### src/rtl/iomem_timer_if.sv
`default_nettype none
// +----------------------------------------------------------------------------+
// | Module   : iomem_timer_if                                                  |
// | Brief    : picosoc iomem bus bundle, master drives requests, slave replies |
// | Revision : 1.0 - initial release                                           |
// +----------------------------------------------------------------------------+
interface iomem_timer_if;
    logic        iomem_valid;
    logic        iomem_ready;
    logic [3:0]  iomem_wstrb;
    logic [31:0] iomem_addr;
    logic [31:0] iomem_wdata;
    logic [31:0] iomem_rdata;

    modport master (
        output iomem_valid,
        output iomem_wstrb,
        output iomem_addr,
        output iomem_wdata,
        input  iomem_ready,
        input  iomem_rdata
    );

    modport slave (
        input  iomem_valid,
        input  iomem_wstrb,
        input  iomem_addr,
        input  iomem_wdata,
        output iomem_ready,
        output iomem_rdata
    );
endinterface
`default_nettype wire

### src/rtl/iomem_timer.sv
`default_nettype none
// +----------------------------------------------------------------------------+
// | Module   : iomem_timer                                                     |
// | Brief    : iomem-mapped 32-bit down-counting timer with prescaler,         |
// |            auto-reload and level irq. IOMEM_TIMER_CAPTURE_EN adds an       |
// |            input-capture register fed by capture_in.                       |
// | Revision : 1.0 - initial release                                           |
// +----------------------------------------------------------------------------+
module iomem_timer #(
    parameter logic [7:0] BASE_HI    = 8'h04,
    parameter int         PRESCALE_W = 16
) (
    input  logic          clk,
    input  logic          resetn,
    iomem_timer_if.slave  bus,
    input  logic          capture_in,
    output logic          irq
);

    localparam logic [5:0] c_OFF_CTRL     = 6'h00;
    localparam logic [5:0] c_OFF_PRESCALE = 6'h01;
    localparam logic [5:0] c_OFF_RELOAD   = 6'h02;
    localparam logic [5:0] c_OFF_COUNT    = 6'h03;
    localparam logic [5:0] c_OFF_STATUS   = 6'h04;
    localparam logic [5:0] c_OFF_CAPTURE  = 6'h05;

    logic                  r_ready;
    logic [31:0]           r_rdata;
    logic                  r_en;
    logic                  r_auto;
    logic                  r_ie;
    logic [PRESCALE_W-1:0] r_prescale;
    logic [PRESCALE_W-1:0] r_pcnt;
    logic [31:0]           r_reload;
    logic [31:0]           r_count;
    logic                  r_exp;
    logic                  r_irq;

    logic                  w_sel;
    logic                  w_wr;
    logic [5:0]            w_off;
    logic                  w_wr_ctrl;
    logic                  w_wr_prescale;
    logic                  w_wr_reload;
    logic                  w_wr_count;
    logic                  w_wr_status;
    logic                  w_tick;
    logic                  w_expire;
    logic [31:0]           w_rdata;
    logic                  w_cap_flag;
    logic [31:0]           w_capture_val;
    logic                  w_unused_addr;

    logic                  w_en_n;
    logic                  w_auto_n;
    logic                  w_ie_n;
    logic [PRESCALE_W-1:0] w_prescale_n;
    logic [PRESCALE_W-1:0] w_pcnt_n;
    logic [31:0]           w_reload_n;
    logic [31:0]           w_count_n;
    logic                  w_exp_n;

    function automatic logic [31:0] f_merge(input logic [31:0] old_v,
                                            input logic [31:0] new_v,
                                            input logic [3:0]  strb);
        logic [31:0] res;
        res = old_v;
        for (int i = 0; i < 4; i++) begin
            if (strb[i]) res[8*i +: 8] = new_v[8*i +: 8];
        end
        return res;
    endfunction

    // !r_ready keeps the request from being re-accepted during its own ready cycle
    assign w_sel = bus.iomem_valid && !r_ready && (bus.iomem_addr[31:24] == BASE_HI);
    assign w_wr  = w_sel && (bus.iomem_wstrb != 4'b0000);
    assign w_off = bus.iomem_addr[7:2];

    assign w_wr_ctrl     = w_wr && (w_off == c_OFF_CTRL);
    assign w_wr_prescale = w_wr && (w_off == c_OFF_PRESCALE);
    assign w_wr_reload   = w_wr && (w_off == c_OFF_RELOAD);
    assign w_wr_count    = w_wr && (w_off == c_OFF_COUNT);
    assign w_wr_status   = w_wr && (w_off == c_OFF_STATUS);

    assign w_unused_addr = ^{bus.iomem_addr[23:8], bus.iomem_addr[1:0]};

    assign w_tick   = r_en && (r_pcnt == r_prescale);
    assign w_expire = w_tick && (r_count == 32'd1);

    always_comb begin
        w_en_n       = r_en;
        w_auto_n     = r_auto;
        w_ie_n       = r_ie;
        w_prescale_n = r_prescale;
        w_reload_n   = r_reload;
        w_count_n    = r_count;
        w_exp_n      = r_exp;
        // Held at zero while stopped, so an EN 0->1 write always starts a fresh period
        w_pcnt_n     = '0;
        if (r_en && !w_tick) w_pcnt_n = r_pcnt + PRESCALE_W'(1);

        if (w_tick) begin
            if (r_count > 32'd1) begin
                w_count_n = r_count - 32'd1;
            end else begin
                w_count_n = r_auto ? r_reload : 32'd0;
                if (!r_auto) w_en_n = 1'b0;
            end
        end

        // Bus writes are applied after the tick so they take priority
        if (w_wr_ctrl && bus.iomem_wstrb[0]) begin
            w_en_n   = bus.iomem_wdata[0];
            w_auto_n = bus.iomem_wdata[1];
            w_ie_n   = bus.iomem_wdata[2];
        end
        if (w_wr_prescale)
            w_prescale_n = PRESCALE_W'(f_merge(32'(r_prescale), bus.iomem_wdata, bus.iomem_wstrb));
        if (w_wr_reload)
            w_reload_n = f_merge(r_reload, bus.iomem_wdata, bus.iomem_wstrb);
        if (w_wr_count) begin
            w_count_n = f_merge(r_count, bus.iomem_wdata, bus.iomem_wstrb);
            w_pcnt_n  = '0;
        end

        if (w_wr_status && bus.iomem_wstrb[0] && bus.iomem_wdata[0]) w_exp_n = 1'b0;
        if (w_expire) w_exp_n = 1'b1;
    end

    always_comb begin
        w_rdata = 32'd0;
        case (w_off)
            c_OFF_CTRL:     w_rdata = {29'd0, r_ie, r_auto, r_en};
            c_OFF_PRESCALE: w_rdata = 32'(r_prescale);
            c_OFF_RELOAD:   w_rdata = r_reload;
            c_OFF_COUNT:    w_rdata = r_count;
            c_OFF_STATUS:   w_rdata = {30'd0, w_cap_flag, r_exp};
            c_OFF_CAPTURE:  w_rdata = w_capture_val;
            default:        w_rdata = 32'd0;
        endcase
    end

    always_ff @(posedge clk) begin
        if (!resetn) begin
            r_ready    <= 1'b0;
            r_rdata    <= 32'd0;
            r_en       <= 1'b0;
            r_auto     <= 1'b0;
            r_ie       <= 1'b0;
            r_prescale <= '0;
            r_pcnt     <= '0;
            r_reload   <= 32'd0;
            r_count    <= 32'd0;
            r_exp      <= 1'b0;
            r_irq      <= 1'b0;
        end else begin
            r_ready    <= w_sel;
            if (w_sel) r_rdata <= w_rdata;
            r_en       <= w_en_n;
            r_auto     <= w_auto_n;
            r_ie       <= w_ie_n;
            r_prescale <= w_prescale_n;
            r_pcnt     <= w_pcnt_n;
            r_reload   <= w_reload_n;
            r_count    <= w_count_n;
            r_exp      <= w_exp_n;
            r_irq      <= (r_exp | w_cap_flag) & r_ie;
        end
    end

`ifdef IOMEM_TIMER_CAPTURE_EN
    logic        r_cap_s1;
    logic        r_cap_s2;
    logic        r_cap_d;
    logic        r_cap;
    logic [31:0] r_capture;
    logic        w_cap_rise;

    assign w_cap_rise = r_cap_s2 & ~r_cap_d;

    // r_count here is the pre-edge value, so a coincident COUNT write is not seen
    always_ff @(posedge clk) begin
        if (!resetn) begin
            r_cap_s1  <= 1'b0;
            r_cap_s2  <= 1'b0;
            r_cap_d   <= 1'b0;
            r_cap     <= 1'b0;
            r_capture <= 32'd0;
        end else begin
            r_cap_s1 <= capture_in;
            r_cap_s2 <= r_cap_s1;
            r_cap_d  <= r_cap_s2;
            if (w_cap_rise) begin
                r_cap     <= 1'b1;
                r_capture <= r_count;
            end else if (w_wr_status && bus.iomem_wstrb[0] && bus.iomem_wdata[1]) begin
                r_cap <= 1'b0;
            end
        end
    end

    assign w_cap_flag    = r_cap;
    assign w_capture_val = r_capture;
`else
    logic w_unused_capture;

    assign w_unused_capture = capture_in;
    assign w_cap_flag       = 1'b0;
    assign w_capture_val    = 32'd0;
`endif

    assign bus.iomem_ready = r_ready;
    assign bus.iomem_rdata = r_rdata;
    assign irq             = r_irq;

endmodule
`default_nettype wire

### src/flat_wrapper.sv
// flat-port wrapper written by rule: the top's interface ports become plain ports
module iomem_timer_flat 
#(
    parameter logic [7:0] BASE_HI    = 8'h04,
    parameter int         PRESCALE_W = 16
)
  (clk, resetn, capture_in, irq, bus_iomem_valid, bus_iomem_wstrb, bus_iomem_addr, bus_iomem_wdata, bus_iomem_ready, bus_iomem_rdata);
  iomem_timer_if bus_i ();
  input  logic clk;
  input  logic resetn;
  input  logic capture_in;
  output logic irq;
  input wire logic [$bits(bus_i.iomem_valid)-1:0] bus_iomem_valid;
  input wire logic [$bits(bus_i.iomem_wstrb)-1:0] bus_iomem_wstrb;
  input wire logic [$bits(bus_i.iomem_addr)-1:0] bus_iomem_addr;
  input wire logic [$bits(bus_i.iomem_wdata)-1:0] bus_iomem_wdata;
  output wire logic [$bits(bus_i.iomem_ready)-1:0] bus_iomem_ready;
  output wire logic [$bits(bus_i.iomem_rdata)-1:0] bus_iomem_rdata;
  assign bus_i.iomem_valid = bus_iomem_valid;
  assign bus_i.iomem_wstrb = bus_iomem_wstrb;
  assign bus_i.iomem_addr = bus_iomem_addr;
  assign bus_i.iomem_wdata = bus_iomem_wdata;
  assign bus_iomem_ready = bus_i.iomem_ready;
  assign bus_iomem_rdata = bus_i.iomem_rdata;
  iomem_timer #(.BASE_HI(BASE_HI), .PRESCALE_W(PRESCALE_W)) u_core (.clk(clk), .resetn(resetn), .bus(bus_i), .capture_in(capture_in), .irq(irq));
endmodule
### config.mk
export PLATFORM = sky130hd
export DESIGN_NAME = iomem_timer_flat
export DESIGN_NICKNAME = d
export VERILOG_FILES = /design/src/rtl/iomem_timer_if.sv /design/src/rtl/iomem_timer.sv /design/src/flat_wrapper.sv
export SDC_FILE = /design/constraint.sdc
export NUM_CORES = 1
export LEC_CHECK = 0
export BUFFER_PORTS_ARGS = -buffer_cell sky130_fd_sc_hd__buf_2
export CORE_MARGIN = 2
export CORE_UTILIZATION = 40
export CTS_BUF_LIST = sky130_fd_sc_hd__clkbuf_4
export CTS_CLUSTER_SIZE = 16
export DETAILED_ROUTE_END_ITERATION = 8
export GPL_ROUTABILITY_DRIVEN = 0
export SYNTH_ARGS = -nofsm -noshare
export SYNTH_HDL_FRONTEND = slang
export SYNTH_SLANG_ARGS = --single-unit
### constraint.sdc
create_clock -name clk -period 7.3 [get_ports clk]
set_clock_uncertainty 0.15 [all_clocks]
set_input_delay 0 -clock clk [delete_from_list [all_inputs] [get_ports clk]]
set_output_delay 0 -clock clk [all_outputs]
set_load 0.05 [all_outputs]
==> results of run 1 <==
==> flip-flops by register name, indices dropped and copies added (netlist names) <==
signal	count
u_core.bus.iomem_rdata	32
u_core.r_count	32
u_core.r_reload	32
u_core.r_pcnt	16
u_core.r_prescale	16
u_core.bus.iomem_ready	1
u_core.irq	1
u_core.r_auto	1
u_core.r_en	1
u_core.r_exp	1
u_core.r_ie	1
==> power by group <==
group | internal (mW) | leakage [nW] | switching [mW] | total, mW
Sequential | 0.731 | 1.08 | 0.000104 | 0.731
Combinational | 0.0305 | 2.34 | 0.0409 | 0.0714
Clock | 0.302 | 0.174 | 0.297 | 0.599
Total | 1.06 | 3.60 | 0.338 | 1.40
==> worst max-delay path, stage by stage, from the launching register on <==
cell	delay, ns
dfxtp_1	0.33
nor4b_1	0.83
and3_1	0.86
buf_4	0.44
nand3_1	0.34
nand2_1	0.15
o21ai_0	0.08
a22o_1	0.23
dlygate4sd3_1	0.54
==> how the worst min path moves through the flow <==
stage / slack (ns) / end / start
5_1_grt: 0.06 / u_core.r_reload[24] / bus_iomem_wdata[24]
2_1_floorplan: -0.01 / u_core.r_prescale[10] / bus_iomem_wdata[10]
3_3_place_gp: 0.11 / u_core.r_reload[24] / bus_iomem_wdata[24]
6_report: 0.05 / u_core.r_reload[30] / bus_iomem_wdata[30]
4_1_cts: 0.03 / u_core.r_reload[24] / bus_iomem_wdata[24]
3_5_place_dp: 0.11 / u_core.r_reload[30] / bus_iomem_wdata[30]
==> cells by family (layout without fill, tap and decap cells) <==
group                      count (synthesis)  in the layout
AOI/OAI and AO/OA                        160            160
DFF                                      134            134
and+or+nand+nor                          372            372
other                                      0              1
adders and majority gates                  3              3
muxes                                     58             58
xor gates and xnor gates                  52             52
buffers and inverters                     72            189
==> layout by cell type (no fill, tap or decap), drive strengths merged, types with 8 or more instances in the layout <==
master	n
a221oi	17
nor4	22
o32ai	9
dlygate4sd3	52
nand4	10
mux2	14
a21oi	47
xnor2	20
and3	26
nand3	54
nand2	89
mux2i	43
o21ai	20
a22o	15
clkinv	8
clkbuf	17
nor3	34
nor2	103
xor2	32
buf	98
dfxtp	134
a32o	13
==> final cells by class <==
cell class / instances / area, um^2
Tap cell: 225 / 282
Clock buffer: 17 / 128
Antenna cell: 1 / 2.50
Timing Repair Buffer: 150 / 1040
Multi-Input combinational cell: 645 / 4040
Inverter: 7 / 27.5
Clock inverter: 15 / 209
Fill cell: 1739 / 8820
Sequential cell: 134 / 2680
==> routing by layer <==
metal	GRT usage, %	wire, um	part of all wire, %
met1	34.9	10700	49
met2	35.8	9430	44
met3	3.80	1170	5.4
met4	7.18	358	1.7
met5	0	0	0
==> metrics by stage <==
stage | std cells | setup slack [ns]
2_1_floorplan | 851 | 4.54
3_3_place_gp | 1109 | 3.61
3_5_place_dp | 1109 | 3.49
4_1_cts | 1193 | 3.34
5_1_grt | 1194 | 3.09
6_report | 1194 | 3.24
==> qor.txt, run 1 <==
Status: complete, no violations
Max-Cap Viols: 0
Post-synth EDFFs: 0
Placed Area: 7550 um^2
Syn avg cell area: 8.24 um^2
DR WL/cell: 18.1 um
RSZ-0062 raised after global routing: false
Adder-cell area share of the yosys netlist: 0.535%
Worst IR Drop VDD: 0.0947 mV
Height of the die: 136 um
Syn Nets: 926
Nets@finish: 1030
Top-Level Pins: 106
Power Density: 167 nW/um^2
Detail Route Antenna Nets: 0
Yosys cell types: 63
Top_reg_cell synth: dfxtp_1
DRC viols: 0
Synthesis-to-finish area growth: 19.9%
Largest net degree at the start of global routing: 65
GRT Util Overall: 23.8%
Tot Pwr: 1.40 mW
FFs w/ async S/R, synth: 0%
Mux cell area share after synthesis: 8.70%
CP endpoint kind: register
Required @ worst endpoint: 7.63 ns
Setup slack, reg-to-reg: 3.24 ns
Hold-fix buffers at CTS: 52
Routed WL: 21.6 mm
First-pass GRT wire length: 34.3 mm
Share of the core filled with cells: 48.8%
Synth area leader: dfxtp_1
Sink Count: 134
Crit path max fanout: 24
Die X: 136 um
Synth area leaders: dfxtp_1, mux2i_1, nor2_1, nand2_1, xor2_1
Worst EP arrival: 4.39 ns
Reg2Reg Launch Point: u_core.bus.iomem_ready
Starting Density: 40.7%
Leak pwr: 3.60 nW
Clk Latency, worst-skew pair: 0.58 ns
Worst Setup SP: u_core.bus.iomem_ready
Cells after synthesis: 851
Die area: 18600 um^2
H-tree level count: 4
Synthesized area: 7020 um^2
FMAX: 246 MHz
Hold path depth: 4
Worst reg2reg path depth: 8
Worst min-delay path category: input pin to register
Iteration count of the initial detailed-routing pass: 5
Final min period: 4.06 ns
Largest family of logic cells by synthesized area: simple AND/OR/NAND/NOR gates
FF-to-FF End: u_core.r_count[31]
Worst hold margin: 0.0543 ns
CTS clk-pin slew, worst paths: 0.12 ns
1st-iter DRT viols: 613
Clock root buffer: clkbuf_4
Vias per cell: 5.65
Most common cell in the netlist: dfxtp_1
Fin. Hold Viols: 0
Setup Crit Path Kind: register to register
Num rows: 48
Final Cell Area: 8410 um^2
Simple-Gate Fraction of Synth Area: 25.6%
Post-cts sizing count: 0
Number of global-route vias before repair: 6191
Slew Limit Fails: 0
Core area: 17200 um^2
Clock buffers created by TritonCTS: 17
Final Cycle Share: 55.6%
Yosys warns: 0
Top post-synthesis cells by count: dfxtp_1, nor2_1, nand2_1
Setup violators final: 0
Port Buffer Count: 86
Worst Setup Start Kind: register
Setup TNS: 0 ns
Total gr overflow: 0
CTS tree: done
Synth Area in Compound Gates: 16.2%
Sequential fraction of the synthesis area: 38.2%
Hpwl dp: 14.0 mm
Least-Margin Pin Slew: 0.963 ns
Number of synthesized register bits: 134
Max Root-Sink Buffers: 2
Post-synth top area share: 38.2%
Share of layout cells above drive strength 1: 15.9%
Via count: 6741
Setup crit end: u_core.r_count[31]
Initial antenna violation count: 1
# Post-CTS Setup Buffers: 0
Synth Area in XOR/XNOR: 6.49%
Slew headroom: 35.2%
(Power assumes the default switching activity.)
==> run 2, diff against run 1 <==
ABC_AREA = 1   (was default)
clock period = 3.89 ns   (was 7.3 ns; I/O delays follow)
==> qor.txt, run 2 <==
Syn avg cell area: 6.54 um^2
Most common cell in the netlist: nand2_1
DRC viols: 0
CTS tree: done
Starting Density: 40.8%
Worst IR Drop VDD: 0.160 mV
P_sw: 0.618 mW
Sw frac: 24.9%
Routed WL: 23.7 mm
Post-synth top area share: 35.1%
Bufs and invs on worst path: 6
Final WS setup: 0.223 ns
Setup violators final: 0
Clock share of power: 39.8%
Largest net degree at the start of global routing: 73
Post-synth EDFFs: 0
Setup Crit Path Kind: input pin to register
Most used cell, CP: dlygate4sd3_1
Max incr delay on CP: 0.63 ns
# Post-CTS Setup Buffers: 0
Detail Route Antenna Nets: 0
Hold Crit Start: bus_iomem_addr[3]
Internal: 1.86 mW
Synth area leader: dfxtp_1
FFs w/ async S/R, synth: 0%
Vias per cell: 5.11
Worst Setup SP: bus_iomem_addr[6]
Worst Hold Path EP: u_core.bus.iomem_rdata[2]
Hpwl dp: 16.7 mm
Critical path's slowest cell: dlygate4sd3_1
Share of layout cells above drive strength 1: 13.2%
Num rows: 50
Port Buffer Count: 86
FMAX: 273 MHz
Post-cts sizing count: 0
Synth area leaders: dfxtp_1, nand2_1, nor2_1, inv_1, nand3_1
Leak pwr: 3.98 nW
Hold-fix buffers at CTS: 77
Worst Setup Start Kind: input pin
Top-Level Pins: 106
FF-to-FF End: u_core.r_reload[26]
Share of power burned in registers: 55.3%
Max-Cap Viols: 0
Slew Limit Fails: 0
Height of the die: 142 um
Setup slack, reg-to-reg: 0.56 ns
Max Root-Sink Buffers: 2
First-pass GRT wire length: 38.2 mm
GRT Util Overall: 24.0%
Slew headroom: 36.2%
Number of synthesized register bits: 134
Synthesized area: 7630 um^2
Total gr overflow: 0
Required @ worst endpoint: 4.23 ns
1st-iter DRT viols: 623
CP Cell Sequence: dlygate4sd3_1 > buf_2 > nor2_4 > dlygate4sd3_1 > nand2_1 > nor2_2 > inv_2 > nor2_1 > nand2_1 > nor2_1 > dlygate4sd3_1 > a211oi_1 > dlygate4sd3_1
Iteration count of the initial detailed-routing pass: 5
Top_reg_cell synth: dfxtp_1
Worst EP arrival: 4.01 ns
Hold path depth: 7
Commonest non-fill, non-tap cell in the layout: nand2_1
Sink Count: 134
Crit path max-delay family: buffers and inverters
Final Cycle Share: 94.3%
Number of global-route vias before repair: 7429
CP endpoint kind: register
Worst hold margin: 0.0597 ns
DR WL/cell: 15.2 um
Syn Nets: 1242
Nets@finish: 1385
Die area: 20200 um^2
Clock buffers created by TritonCTS: 17
Clock root buffer: clkbuf_4
Worst reg2reg path depth: 10
Initial antenna violation count: 1
RSZ-0062 raised after global routing: false
Most frequent cells in the layout: nand2_1, nor2_1, dfxtp_1
Synthesis-to-finish area growth: 21.5%
Core area: 18700 um^2
Power Density: 268 nW/um^2
Crit path max fanout: 16
Cells after synthesis: 1167
Die X: 142 um
Reg2Reg Launch Point: u_core.bus.iomem_ready
Worst min-delay path category: input pin to register
Pre-CTS WS: 1.27 ns
Via count: 7961
Top post-synthesis cells by count: nand2_1, nor2_1, dfxtp_1
Final min period: 3.67 ns
Clk Latency, worst-skew pair: 0.59 ns
Status: complete, no violations
CTS clk-pin slew, worst paths: 0.13 ns
Fin. Hold Viols: 0
H-tree level count: 4
Least-Margin Pin Slew: 0.955 ns
Yosys cell types: 38
Comb pwr share: 5.0%
Sequential fraction of the synthesis area: 35.1%
Tot Pwr: 2.48 mW
Setup TNS: 0 ns
Yosys warns: 0
-- run 2: worst register-to-register path: stages (launching register included) --
cell	delay, ns
dfxtp_1	0.34
nor2_1	0.10
nand3_1	0.11
nor2_4	0.23
nand2_1	0.11
nor2_1	0.33
nand2_1	0.43
nor2_1	0.22
dlygate4sd3_1	0.58
a211oi_1	0.04
dlygate4sd3_1	0.59
-- run 2: logic make-up after synthesis --
logic type                 after synthesis  share of synthesized area (%)
and+or+nand+nor                        611                           35.5
AOI/OAI and AO/OA                      200                           15.5
buffers and inverters                  189                           9.96
DFF                                    134                           35.1
xor gates and xnor gates                30                           3.44
adders and majority gates                3                          0.492
-- run 2: power groups by stage --
stage	combinational (mW)	clock, mW	sequential, mW
global route	0.134	1.07	1.37
floorplan	0.0333	0	1.40
detailed placement	0.0866	0	1.40
finish	0.124	0.987	1.37
CTS	0.123	1.01	1.37
global placement	0.0870	0	1.40
-- run 2: stage by stage --
stage	std cells	area, um^2	util (%)
after floorplan	1167	7630	-
after global placement	1448	8210	43.9
after detailed placement	1448	8210	43.9
after CTS	1557	9270	49.6
after global routing	1558	9270	49.6
final	1558	9270	49.6
-- run 2: worst max-delay path by stage --
stage / cells past startpoint / slack [ns] / to
finish: 13 / 0.22 / u_core.r_reload[26]
floorplan: 11 / 1.97 / u_core.r_count[0]
CTS: 13 / 0.35 / u_core.r_reload[25]
global placement: 12 / 1.30 / u_core.r_count[16]
global route: 13 / 0.07 / u_core.r_reload[25]
detailed placement: 12 / 1.27 / u_core.r_count[16]
-- run 2: layer usage --
metal  vias to the layer above  global-route usage [%]  wire length (um)
li1                       4091                       -                 -
met5                         -                       0                 0
met1                      3619                    33.0             11300
met4                         0                    8.16               479
met2                       220                    38.4             10700
met3                        31                    3.67              1290
-- run 2: area by class of cell --
class | count | area [um^2]
fill | 1956 | 9430
multi-input combinational | 844 | 4200
sequential | 134 | 2680
timing repair buffer | 175 | 1290
inverter | 138 | 519
tap | 234 | 293
clock inverter | 15 | 161
clock buffer | 17 | 128
antenna | 1 | 2.50
